**src/rtl/msk_cst_stream_encoder_if.sv**
```systemverilog
// Stream bundle for the public-word share encoder.
// Ports: input word/mask/valid/ready, randomness valid/ready, output shares/last/valid/ready.
interface msk_cst_stream_encoder_if #(
    parameter int d     = 2,
    parameter int count = 32
);
    logic [count-1:0]       in_data;
    logic                   in_mask;
    logic                   in_valid;
    logic                   in_ready;
    logic [(d-1)*count-1:0] rnd;
    logic                   rnd_valid;
    logic                   rnd_ready;
    logic [count*d-1:0]     out_sh;
    logic                   out_last;
    logic                   out_valid;
    logic                   out_ready;

    modport master (
        output in_data, in_mask, in_valid,
        output rnd, rnd_valid, out_ready,
        input  in_ready, rnd_ready,
        input  out_sh, out_last, out_valid
    );

    modport slave (
        input  in_data, in_mask, in_valid,
        input  rnd, rnd_valid, out_ready,
        output in_ready, rnd_ready,
        output out_sh, out_last, out_valid
    );
endinterface

```
**src/rtl/msk_cst_stream_encoder.sv**
```systemverilog
// Encodes public words into d-share Boolean sharings (trivial or fresh-random),
// buffers them in a DEPTH-entry FIFO and tags every NWORDS-th word as frame last.
// Ports: clk, rst (sync, active high), bus (slave side of the stream bundle).
module msk_cst_stream_encoder #(
    parameter int d      = 2,
    parameter int count  = 32,
    parameter int NWORDS = 4,
    parameter int DEPTH  = 2
) (
    input logic                     clk,
    input logic                     rst,
    msk_cst_stream_encoder_if.slave bus
);
    localparam int WW = count * d;
    localparam int AW = $clog2(DEPTH);
    localparam int CW = (NWORDS > 1) ? $clog2(NWORDS) : 1;
    localparam logic [CW-1:0] LAST_IDX = CW'(NWORDS - 1);

    logic [WW-1:0]    mem_sh [DEPTH];
    logic [DEPTH-1:0] mem_last;
    logic [AW:0]      wptr;
    logic [AW:0]      rptr;
    logic [CW-1:0]    wcnt;

    logic [WW-1:0] enc;
    logic          full;
    logic          empty;
    logic          push;
    logic          pop;
    logic          wlast;
    logic [AW-1:0] waddr;
    logic [AW-1:0] raddr;

    // Shares 1..d-1 come straight from rnd (gated off for trivial words),
    // share 0 absorbs their XOR so the sharing recombines to x.
    for (genvar i = 0; i < count; i++) begin : g_bit
        logic [d-2:0] r;
        assign r = bus.rnd[i*(d-1) +: (d-1)] & {(d-1){bus.in_mask}};
        assign enc[i*d +: d] = {r, bus.in_data[i] ^ (^r)};
    end

    assign waddr = wptr[AW-1:0];
    assign raddr = rptr[AW-1:0];
    assign empty = (wptr == rptr);
    assign full  = (wptr[AW] != rptr[AW]) && (waddr == raddr);
    assign wlast = (wcnt == LAST_IDX);

    // No bypass: in_ready looks only at occupancy and rnd availability.
    assign bus.in_ready  = !full && (!bus.in_mask || bus.rnd_valid);
    assign bus.rnd_ready = bus.in_valid && bus.in_mask
                           && !full && bus.rnd_valid;

    assign push = bus.in_valid && bus.in_ready;
    assign pop  = bus.out_valid && bus.out_ready;

    always_ff @(posedge clk) begin
        if (rst) begin
            wptr     <= '0;
            rptr     <= '0;
            wcnt     <= '0;
            mem_last <= '0;
            for (int k = 0; k < DEPTH; k++) begin
                mem_sh[k] <= '0;
            end
        end else begin
            if (push) begin
                mem_sh[waddr]   <= enc;
                mem_last[waddr] <= wlast;
                wptr            <= wptr + (AW+1)'(1);
                wcnt            <= wlast ? '0 : wcnt + CW'(1);
            end
            if (pop) begin
                rptr <= rptr + (AW+1)'(1);
            end
        end
    end

    // Head is masked to zero when invalid so stale shares never leak.
    assign bus.out_valid = !empty;
    assign bus.out_sh    = bus.out_valid ? mem_sh[raddr] : '0;
    assign bus.out_last  = bus.out_valid && mem_last[raddr];
endmodule

```
**src/flat_wrapper.sv**
```systemverilog
// flat-port wrapper written by rule: the top's interface ports become plain ports
module msk_cst_stream_encoder_flat 
#(
    parameter int d      = 2,
    parameter int count  = 32,
    parameter int NWORDS = 4,
    parameter int DEPTH  = 2
)
  (clk, rst, bus_in_data, bus_in_mask, bus_in_valid, bus_rnd, bus_rnd_valid, bus_out_ready, bus_in_ready, bus_rnd_ready, bus_out_sh, bus_out_last, bus_out_valid);
  msk_cst_stream_encoder_if #(.d(d), .count(count)) bus_i ();
  input logic clk;
  input logic rst;
  input wire logic [$bits(bus_i.in_data)-1:0] bus_in_data;
  input wire logic [$bits(bus_i.in_mask)-1:0] bus_in_mask;
  input wire logic [$bits(bus_i.in_valid)-1:0] bus_in_valid;
  input wire logic [$bits(bus_i.rnd)-1:0] bus_rnd;
  input wire logic [$bits(bus_i.rnd_valid)-1:0] bus_rnd_valid;
  input wire logic [$bits(bus_i.out_ready)-1:0] bus_out_ready;
  output wire logic [$bits(bus_i.in_ready)-1:0] bus_in_ready;
  output wire logic [$bits(bus_i.rnd_ready)-1:0] bus_rnd_ready;
  output wire logic [$bits(bus_i.out_sh)-1:0] bus_out_sh;
  output wire logic [$bits(bus_i.out_last)-1:0] bus_out_last;
  output wire logic [$bits(bus_i.out_valid)-1:0] bus_out_valid;
  assign bus_i.in_data = bus_in_data;
  assign bus_i.in_mask = bus_in_mask;
  assign bus_i.in_valid = bus_in_valid;
  assign bus_i.rnd = bus_rnd;
  assign bus_i.rnd_valid = bus_rnd_valid;
  assign bus_i.out_ready = bus_out_ready;
  assign bus_in_ready = bus_i.in_ready;
  assign bus_rnd_ready = bus_i.rnd_ready;
  assign bus_out_sh = bus_i.out_sh;
  assign bus_out_last = bus_i.out_last;
  assign bus_out_valid = bus_i.out_valid;
  msk_cst_stream_encoder #(.d(d), .count(count), .NWORDS(NWORDS), .DEPTH(DEPTH)) u_core (.clk(clk), .rst(rst), .bus(bus_i));
endmodule
```
**config.mk**
```make
export PLATFORM = sky130hd
export DESIGN_NAME = msk_cst_stream_encoder_flat
export DESIGN_NICKNAME = d
export VERILOG_FILES = /design/src/rtl/msk_cst_stream_encoder_if.sv /design/src/rtl/msk_cst_stream_encoder.sv /design/src/flat_wrapper.sv
export SDC_FILE = /design/constraint.sdc
export NUM_CORES = 1
export LEC_CHECK = 0
export ABC_AREA = 1
export BUFFER_PORTS_ARGS = -buffer_cell sky130_fd_sc_hd__buf_2
export CAP_MARGIN = 30
export CORE_UTILIZATION = 59
export CTS_CLUSTER_SIZE = 20
export DETAILED_ROUTE_END_ITERATION = 8
export HOLD_SLACK_MARGIN = 0.12
export PLACE_DENSITY = 0.82
export SLEW_MARGIN = 25
export SYNTH_ARGS = -nofsm -noshare
export SYNTH_HDL_FRONTEND = slang
export SYNTH_SLANG_ARGS = --single-unit
```
**constraint.sdc**
```tcl
create_clock -name clk -period 6.08 [get_ports clk]
set_clock_uncertainty 0.15 [all_clocks]
set_input_delay 0.304 -clock clk [delete_from_list [all_inputs] [get_ports clk]]
set_output_delay 0.304 -clock clk [all_outputs]
set_load 0.005 [all_outputs]
```
Word level (Yosys, flattened, before mapping)
Memory sizes are Yosys's and may differ from the RTL's. A register that Yosys moved wholly into a read port is not among the register bits.
Cells that the tools add are included.
{"block": "word_totals", "ff_bits": 8, "ramBits": 128, "inputBits": 70, "n_memories": 1}
{"block": "classes", "add_sub_neg": 3, "magnitude_cmp": 3, "n_eq_ne": 4, "n_mux": 17, "n_bitwise": 64, "reduce_logical": 14}
{"name": "u_core.mem_sh", "words": 2, "word_bits": 64, "rd": 1, "rd_clocked_by_memory_dff": 1, "write_ports": 2, "line": "msk_cst_stream_encoder.sv:19", "text": "logic [WW-1:0] mem_sh [DEPTH];"}
{"cell": "2-to-1 mux 64 bit", "count": 2}
{"cell": "OR reduction 64 bit", "count": 1}
{"cell": "AND 1 bit", "count": 32}
{"cell": "bitwise XOR 1 bit", "count": 32}
{"cell": "2-to-1 mux 1 bit", "count": 12}
{"cell": "logical AND 1 bit", "count": 9}
{"cell": "adder 2 x 1 -> 2 bit, second input constant", "count": 3}
{"cell": "less-than comparator 1 x 2 -> 1 bit, second input constant", "count": 2}
{"cell": "logical NOT 1 bit", "count": 3}
{"cell": "bitwise mux 2 bit", "count": 1}
{"cell": "== test 2 bit", "count": 1}
{"cell": "== test 2 bit, second input constant", "count": 1}
{"cell": "2-to-1 mux 2 bit", "count": 1}
{"cell": "demux 1 bit (select 1 bit)", "count": 1}
{"cell": "== test 1 bit", "count": 1}
{"cell": ">= comparator 1 bit, second input constant", "count": 1}
{"cell": "logical OR 1 bit", "count": 1}
{"cell": "inequality test 1 bit", "count": 1}

Depth between registers and ports, before layout
{"block": "logic_depth", "depth_word": 10, "ltp_mapped": 9}

Worst setup path after synthesis
No wires, ideal clock.
{"block": "synth_path", "path_kind": "reg-to-reg", "start": "register u_core.wptr[0]", "end": "memory u_core.mem_sh[1][0] (netlist bit) (enable)", "setup_time_ns": 0.424, "arrival_ns": 2.244, "t_required_ns": 5.506, "path_slack_ns": 3.261, "stages_incl_launch_ff": 7, "path_buffers": 0, "period_less_slack_ns": 2.819, "path_cell_list": "dfxtp_1 > inv_2 > nand2_1 > nand2_1 > nand2_2 > nand4_1 > nand2_1"}
{"element": "start, declared", "line": "msk_cst_stream_encoder.sv:21", "text": "logic [AW:0] wptr;"}
{"element": "start signal, assigned", "line": "msk_cst_stream_encoder.sv:69", "text": "wptr <= wptr + (AW+1)'(1);"}
{"element": "end, declared", "line": "msk_cst_stream_encoder.sv:19"}

==> flow_summary.toml <==
[run]
cap_violations = 0

[hold_path]
hold_class = "primary input to flip-flop"

[sta]
fmax_mhz = 349
worst_slew_pin_slew_ps = 888
period_minus_slack_ps = 2870
slew_headroom_pct = 40.8
finalSetupViolations = 0
setup-tns-final_ps = 0
hold_viol = 0
min_period_over_period_pct = 47.2
slew_violations = 0
rsz0062_at_grt = "no"

[setup_path]
start_kind = "flip-flop"
cp.required_ps = 5630
end_kind = "output port"
r2r_slack_ps = 3570
slowest_stage = "inv_4"
max_stage_delay_ps = 630
critPathArrivalTime_ps = 2410
crit_chain = "buf_4 -> inv_4 -> nand2_1 -> a21oi_1 -> buf_2"
worstPathMaxFanout = 65
crit_type = "flip-flop to output port"

[clock_tree]
cts-buffers-inserted = 17
clock-root-buffer = "clkbuf_8"
clock_latency_ps = 520
htreeDepth = 4
cts_tree = "built"
cts.clk_slew.worst_paths_ps = 60
cts.sinks = 137
cts_setup_buffers = 0
cts-resized-gates = 0
clockBufferDepth = 2

[synthesis]
ys_seq_area_share_pct = 62.7
syn-num-nets = 694
synth_seq_cells = 137
netlist_instances = 623
syn_avg_cell_area_um2 = 10.3
yosys.cell_types.count = 19
netlist_area_mm2 = 0.00642
yosys_warnings = 0

[route]
viasPerCell = 5.40
drt_pass1_iterations = 5
drt_iter0_drc = 464
wl_per_cell_um = 16.4
vias = 5204
totalWireLength_um = 15800
ant_nets = 0
drc_errors = 0

[global_routing]
grt.total_usage_pct = 28.9
grt_pass1_wl_um = 24800
antenna_found_initial = 0
grt_pass1_vias = 5282
grt_start_max_net_pins = 66
overflow = 0

[power_and_ir_drop]
ir_drop_uv = 174
powerDensity_mw_per_mm2 = 298
finalPower_mw = 2.47
power_leakage_nw = 3.47

[layout]
num-fill-cells = 623
area_growth_pct = 29.4
final_cell_mix = "nand2_1, buf_2, edfxtp_1"
final_common_cell = "nand2_1"
multiInputGateArea_mm2 = 0.00212
drive_gt1_share_pct = 28.9
layout.nets = 885
diodes = 0
regArea_mm2 = 0.00403

[floorplanning]
fp.dieH_um = 106
die_x_um = 106
core_mm2 = 0.0104
row_count = 37
io_pins = 138
start_util_pct = 61.6
die_area_mm2 = 0.0113

[run_status]
status = "finished, final reports clean"

[placed_design]
portBuffers = 137
dp_hpwl_um = 8200
gp_congestion = 0.820
-- critical path: cells and delay by family (launching register included) --
kind | cells | cell delay [ps]
buf+inv | 3 | 1150
compound gates | 1 | 270
simple gates | 1 | 110
flops | 1 | 310
-- metrics by stage --
step / utilization [%] / cell area, um2 / worst slack [ps] / hold WS, ps / cells
2_1_floorplan: - / 6420 / 3260 / 223 / 623
3_3_place_gp: 67.9 / 7070 / 3380 / 320 / 862
3_5_place_dp: 68.1 / 7090 / 3390 / 335 / 863
4_1_cts: 79.7 / 8310 / 3280 / 219 / 963
5_1_grt: 79.7 / 8310 / 3140 / 276 / 963
6_report: 79.7 / 8310 / 3210 / 254 / 963
-- area by class of cell --
type	count	share of cell area, %
multi-input combinational	437	25.5
sequential	137	48.5
clock buffer	20	5.12
timing repair buffer	209	17.0
clock inverter	12	1.30
inverter	12	0.603
tap	136	2.05
-- cell families (layout without fill, tap and decap cells) --
| group | count (synthesis) | after routing | share of synthesized area [%] |
|---|---|---|---|
| simple gates | 333 | 333 | 22.8 |
| flops | 137 | 137 | 62.7 |
| compound gates | 70 | 70 | 5.46 |
| buf+inv | 49 | 253 | 4.39 |
| xor+xnor | 33 | 33 | 4.50 |
| fa+ha+maj | 1 | 1 | 0.195 |
-- report_power, final --
group	total [mW]	switching, mW	internal [mW]
sequential	1.13	0.0224	1.11
clock	0.938	0.365	0.573
combinational	0.403	0.261	0.141
total	2.47	0.649	1.82
-- repair_timing --
action	4_1_cts	5_1_grt
hold buffers	68	0
endpoints found under the setup margin	0	0
endpoints found under the hold margin	136	0
-- state kept, by name, indices dropped and copies added (netlist names), named ones only --
| register | cells |
|---|---|
| u_core.mem_last | 2 |
| u_core.wptr | 2 |
| u_core.mem_sh | 128 |
| u_core.rptr | 2 |
| u_core.wcnt | 2 |
-- path summary, 6_finish.rpt --
kind,to,cells after the start,startpoint
min,u_core.wptr[0]$_SDFFE_PP0N_,5,bus_rnd_valid
max reg2reg,u_core.mem_sh[0][39]$_SDFFCE_PN0P_,7,u_core.wptr[0]$_SDFFE_PP0N_
min reg2reg,u_core.wptr[1]$_SDFFE_PP0N_,2,u_core.wptr[1]$_SDFFE_PP0N_
max,bus_out_sh[34],5,flip-flop
-- per-layer routing --
metal | wire length (um) | vias to the layer above | global-route usage [%]
met2 | 8310 | 216 | 51.4
met5 | 0 | - | 0
met1 | 6100 | 2518 | 34.4
met3 | 1080 | 28 | 6.74
met4 | 314 | 0 | 10.0
li1 | - | 2442 | -
-- cell usage after synthesis, drive strengths merged --
library cell,n,area (um2)
nand3,10,62.6
edfxtp,128,3840
nor2,136,676
buf,18,165
nand2,185,712
xor2,33,289
clkbuf,19,71.3
ha,1,12.5
inv,12,45.0
dfxtp,9,180
a21oi,70,350
nand4,2,12.5
No activity file was read; power rests on OpenSTA's default activity.
